**config.mk**
```make
export PLATFORM = sky130hd
export DESIGN_NAME = dmem_responder
export DESIGN_NICKNAME = d
export VERILOG_FILES = /design/src/rtl/dmem_pkg.sv /design/src/rtl/dmem_array.sv /design/src/rtl/dmem_responder.sv
export SDC_FILE = /design/constraint.sdc
export NUM_CORES = 2
export LEC_CHECK = 0
export ABC_CLOCK_PERIOD_IN_PS = 4800
export CORE_UTILIZATION = 35
export CTS_CLUSTER_DIAMETER = 100
export CTS_CLUSTER_SIZE = 14
export DETAILED_ROUTE_END_ITERATION = 16
export PLACE_DENSITY = 0.55
export SLEW_MARGIN = 30
export SYNTH_ARGS = -nofsm -noshare
export SYNTH_HDL_FRONTEND = slang
export SYNTH_SLANG_ARGS = --single-unit
```
**constraint.sdc**
```tcl
create_clock -name clk -period 4.8 [get_ports clk]
set_clock_uncertainty 0.1 [all_clocks]
set_input_delay 0.96 -clock clk [delete_from_list [all_inputs] [get_ports clk]]
set_output_delay 0.96 -clock clk [all_outputs]
set_load 0.005 [all_outputs]
```
**src/rtl/dmem_pkg.sv**
```systemverilog
// Shared types and constants for the data-memory responder.
package dmem_pkg;

    // Responder control states.
    typedef enum logic [1:0] {
        IDLE = 2'd0,
        BUSY = 2'd1,
        RESP = 2'd2
    } state_t;

    // Default geometry and timing.
    localparam int DMEM_DEPTH  = 64;
    localparam int DMEM_RD_LAT = 2;

    // Width of the read-latency down-counter (enough for RD_LAT up to 7).
    localparam int CNT_W = 3;

endpackage

```
**src/rtl/dmem_array.sv**
```systemverilog
// Word-organised storage: synchronous byte-enabled write, combinational read.
// Contents are deliberately not reset.
module dmem_array #(
    parameter int DEPTH = 64,
    parameter int AW    = 6
) (
    input  logic          clk,
    input  logic          i_we,
    input  logic [3:0]    i_be,
    input  logic [AW-1:0] i_addr,
    input  logic [31:0]   i_wdata,
    output logic [31:0]   o_rdata
);

    logic [31:0] r_mem [DEPTH];

    // Write only the enabled byte lanes of the addressed word.
    always_ff @(posedge clk) begin
        if (i_we) begin
            for (int b = 0; b < 4; b++) begin
                if (i_be[b]) r_mem[i_addr][8*b +: 8] <= i_wdata[8*b +: 8];
            end
        end
    end

    assign o_rdata = r_mem[i_addr];

endmodule

```
**src/rtl/dmem_responder.sv**
```systemverilog
// Single-outstanding data-memory responder with fixed read latency.
// A request is accepted on an edge where req_valid && req_ready; stores commit
// on that same edge and loads capture the word as it stands then. The response
// is a registered one-cycle pulse produced from the RESP state.
module dmem_responder
    import dmem_pkg::*;
#(
    parameter int DEPTH  = DMEM_DEPTH,
    parameter int RD_LAT = DMEM_RD_LAT
) (
    input  logic        clk,
    input  logic        rst,
    input  logic        req_valid,
    output logic        req_ready,
    input  logic        req_we,
    input  logic [31:0] req_addr,
    input  logic [31:0] req_wdata,
    input  logic [3:0]  req_be,
    output logic        rsp_valid,
    output logic [31:0] rsp_rdata,
    output logic        rsp_err
);

    localparam int AW = (DEPTH > 1) ? $clog2(DEPTH) : 1;
    // BUSY dwells RD_LAT-1 cycles: counter starts at RD_LAT-2 and exits at 0.
    localparam logic [CNT_W-1:0] LOAD_CNT = (RD_LAT > 1) ? CNT_W'(RD_LAT - 2) : '0;

    state_t           r_state, w_state_nxt;
    logic [CNT_W-1:0] r_cnt, w_cnt_nxt;
    logic             r_ready;
    logic             r_err;
    logic [31:0]      r_hold;
    logic             r_rsp_valid;
    logic             r_rsp_err;
    logic [31:0]      r_rsp_rdata;

    logic [29:0]      w_word;
    logic             w_err;
    logic             w_accept;
    logic             w_wr;
    logic [AW-1:0]    w_idx;
    logic [31:0]      w_rdata;

    // Address decode: word index, misalignment / range check.
    assign w_word   = req_addr[31:2];
    assign w_err    = (req_addr[1:0] != 2'b00) || (w_word >= 30'(DEPTH));
    assign w_idx    = req_addr[AW+1:2];
    assign w_accept = req_valid && r_ready;
    assign w_wr     = w_accept && req_we && !w_err;

    dmem_array #(
        .DEPTH (DEPTH),
        .AW    (AW)
    ) u_array (
        .clk     (clk),
        .i_we    (w_wr),
        .i_be    (req_be),
        .i_addr  (w_idx),
        .i_wdata (req_wdata),
        .o_rdata (w_rdata)
    );

    // Next-state and latency-counter logic.
    always_comb begin
        w_state_nxt = r_state;
        w_cnt_nxt   = r_cnt;
        case (r_state)
            IDLE: begin
                if (w_accept) begin
                    if (req_we || w_err || (RD_LAT == 1)) begin
                        w_state_nxt = RESP;
                    end else begin
                        w_state_nxt = BUSY;
                        w_cnt_nxt   = LOAD_CNT;
                    end
                end
            end
            BUSY: begin
                if (r_cnt == '0) w_state_nxt = RESP;
                else             w_cnt_nxt   = r_cnt - 1'b1;
            end
            RESP:    w_state_nxt = IDLE;
            default: w_state_nxt = IDLE;
        endcase
    end

    // State, counter and ready registers; ready mirrors "next state is IDLE".
    always_ff @(posedge clk or posedge rst) begin
        if (rst) begin
            r_state <= IDLE;
            r_cnt   <= '0;
            r_ready <= 1'b0;
        end else begin
            r_state <= w_state_nxt;
            r_cnt   <= w_cnt_nxt;
            r_ready <= (w_state_nxt == IDLE);
        end
    end

    // Capture the request result at acceptance; errors and stores return zero.
    always_ff @(posedge clk or posedge rst) begin
        if (rst) begin
            r_hold <= '0;
            r_err  <= 1'b0;
        end else if (w_accept) begin
            r_hold <= (!req_we && !w_err) ? w_rdata : 32'h0;
            r_err  <= w_err;
        end
    end

    // Registered response pulse, zeroed outside the response cycle.
    always_ff @(posedge clk or posedge rst) begin
        if (rst) begin
            r_rsp_valid <= 1'b0;
            r_rsp_err   <= 1'b0;
            r_rsp_rdata <= '0;
        end else begin
            r_rsp_valid <= (r_state == RESP);
            r_rsp_err   <= (r_state == RESP) && r_err;
            r_rsp_rdata <= (r_state == RESP) ? r_hold : 32'h0;
        end
    end

    assign req_ready = r_ready;
    assign rsp_valid = r_rsp_valid;
    assign rsp_err   = r_rsp_err;
    assign rsp_rdata = r_rsp_rdata;

endmodule

```
==> impl_metrics.yaml <==
finish:
  drive_gt1_share_pct: 21.0
  postLayoutCoreUtil_pct: 40.7
  final_cell_area_sq_um: 94700
  fin_nets: 5309
  area_growth_pct: 15.6
  final_cell_mix: "edfxtp_1, buf_4, o22ai_1"
  final_common_cell: "edfxtp_1"
  instances_no_fill: 8410
power_and_ir_drop:
  pwr_density_cell_nw_per_um2: 377
  p_leak_nw: 30.1
  max-vdd-ir-drop_mv: 0.336
cts:
  cts_resized: 0
  cts_tree: "built"
  cts_root_buf: "clkbuf_16"
  clock_sinks: 2121
  cts_setup_buffers: 0
  h-tree-depth: 4
  insertion_delay_ns: 0.84
  hold_buffers: 0
  cts.clk_slew.worst_paths_ns: 0.07
  numCtsBuffers: 169
  clock_path_buffers: 3
yosys:
  yosysSeqAreaShare_pct: 77.3
  synth_ff_type: "edfxtp_1"
  synth-edff-count: 2048
  netlist_area_sq_um: 81900
  synth_nets: 4812
  ys_warn_count: 0
  synth_cell_type_count: 72
  async_flop_share_pct: 3.44
  synth_top_area_share_pct: 75.1
  synth_cells: 4738
  synth.area.top_cells: "edfxtp_1, mux4_2, mux2_2"
  synth_top_area_cell: "edfxtp_1"
  yosys_register_bits: 2121
  avgSynthCellArea_sq_um: 17.3
worst_setup_path:
  worstSetupPathType: "in -> reg"
  cp.arrival_ns: 4.13
  rrSetupSlack_ns: 2.12
  worstRegToRegCells: 5
  cp-end-kind: "flip-flop"
  crit_fanout: 31
  crit_required_ns: 5.22
  cp-start-kind: "primary input"
  cp_common_cell: "buf_4"
  rr_endpoint: "u_array.r_mem[43][28]"
  critPathMaxStageDelay_ns: 0.80
  crit_slowest_cell: "nor2_1"
  rr_startpoint: "req_ready"
  crit_chain: "buf_8, buf_12, inv_4, buf_4, nor2_1, nand2_1, buf_4, nor2_1, buf_4"
sta:
  timing.hold.ws_ns: 0.396
  worst_slew_pin_slew_ns: 0.987
  slew_violations: 0
  fmax_mhz: 269
  min_period_ns: 3.72
  setup_tns_ns: 0
  setup_violations: 0
  slew_headroom_pct: 34.0
  rsz0062_at_grt: "no"
  fin_crit_sh_pct: 77.4
  hold_viol: 0
drt:
  ant_nets: 0
  routed_wl_um: 285000
  drc: 0
  vias_per_cell: 5.94
  drt_iter0_drc: 7994
  via_count: 49997
  wl_per_cell_um: 33.9
  dr.pass1.iters: 8
floorplanning:
  dieArea_sq_um: 236000
  io_pins: 107
  die-width_um: 486
  core_sq_um: 233000
  initial_core_util_pct: 35.2
  rows: 177
  die_y_um: 486
global_routing:
  overflow: 0
  grt_pass1_wl_um: 393000
  grt.total_usage_pct: 23.7
  antenna_found_initial: 17
  first_global_vias: 47713
  grt_max_degree: 81
placed_design:
  port_buffers: 106
  placed_area_sq_um: 89700
  gp_congestion: 0.926
  dp_cells: 8106
  hpwl_um: 184000
hold_path:
  worstHoldPathCells: 2
  hold_path_end: "r_hold[3]"
  min_from: "r_hold[3]"
  holdCritPathClass: "reg -> reg"
run:
  maxCapViolCount: 0
status:
  status: "complete, no violations"
## stage by stage
step,total power [W],worst slack [ns]
after detailed placement,0.0228,0.324
final,0.0357,1.08
after CTS,0.0358,1.18
after global placement,0.0228,0.213
after floorplan,0.0216,1.47
after global routing,0.0365,1.13
## worst max-delay path, delay by kind of cell
kind / cells / cell delay [ns]
buf+inv: 6 / 1.66
simple gates: 3 / 1.39
## layout make-up
| type | count | area [sq um] |
|---|---|---|
| fillers | 20978 | 138000 |
| flip-flops and latches | 2121 | 63300 |
| multi-input cells | 2263 | 17000 |
| repair buffers | 667 | 5570 |
| clock buffers | 281 | 4670 |
| well taps | 3043 | 3810 |
| clock inverters | 15 | 230 |
| inverters | 13 | 61.3 |
| diodes | 7 | 17.5 |
## worst max path at each step
| stage | start | end | slack (ns) | cells past startpoint |
|---|---|---|---|---|
| 5_1_grt | req_addr[12] | u_array.r_mem[43][26] | 1.13 | 9 |
| 2_1_floorplan | req_addr[4] | u_array.r_mem[57][0] | 1.47 | 9 |
| 4_1_cts | req_addr[12] | u_array.r_mem[43][27] | 1.18 | 9 |
| 6_report | req_addr[4] | u_array.r_mem[20][26] | 1.08 | 9 |
| 3_5_place_dp | req_addr[12] | u_array.r_mem[43][27] | 0.32 | 9 |
| 3_3_place_gp | req_addr[9] | u_array.r_mem[47][27] | 0.21 | 9 |
## metal layers
| layer | track usage (%) | wire length [um] |
|---|---|---|
| met5 | 0 | 96 |
| met4 | 8.17 | 10700 |
| met3 | 5.67 | 30500 |
| met2 | 36.3 | 129000 |
| met1 | 33.0 | 115000 |
## cell families after synthesis
| group | after synthesis | share of synthesized area [%] |
|---|---|---|
| buf+inv | 354 | 2.04 |
| mux | 450 | 7.43 |
| simple gates | 690 | 3.69 |
| flops | 2121 | 77.3 |
| compound gates | 1121 | 9.47 |
| fa+ha+maj | 2 | 0.0306 |
## registers in the layout, summed over array words and instances, names as in the netlist
register	cells
req_ready	1
rsp_err	1
rsp_rdata	32
rsp_valid	1
r_state	2
r_err	1
r_cnt	3
r_hold	32
u_array.r_mem	2048
## power by group
group / internal [W] / switching (W) / total (W)
Combinational: 0.000593 / 0.00154 / 0.00214
Clock: 0.00672 / 0.00654 / 0.0133
Sequential: 0.0203 / 0.00000344 / 0.0203
Total: 0.0276 / 0.00809 / 0.0357
## Yosys cell counts (all sizes together) (12+ instances only)
library cell  number
nor2             341
o22ai            359
mux2             204
a2bb2oi           14
o211ai            14
clkbuf           125
a211oi            42
buf              216
o31ai             18
a32o              22
nor4              13
dfrtp             73
nor3              18
nor2b             25
and2              37
nand2            186
a221oi            31
o221ai           186
edfxtp          2048
a22oi             48
mux2i            140
nand3             17
a22o              16
o21ai            155
mux4             106
inv               12
o22a              21
a21oi            128
No activity file was read; power rests on OpenSTA's default activity.
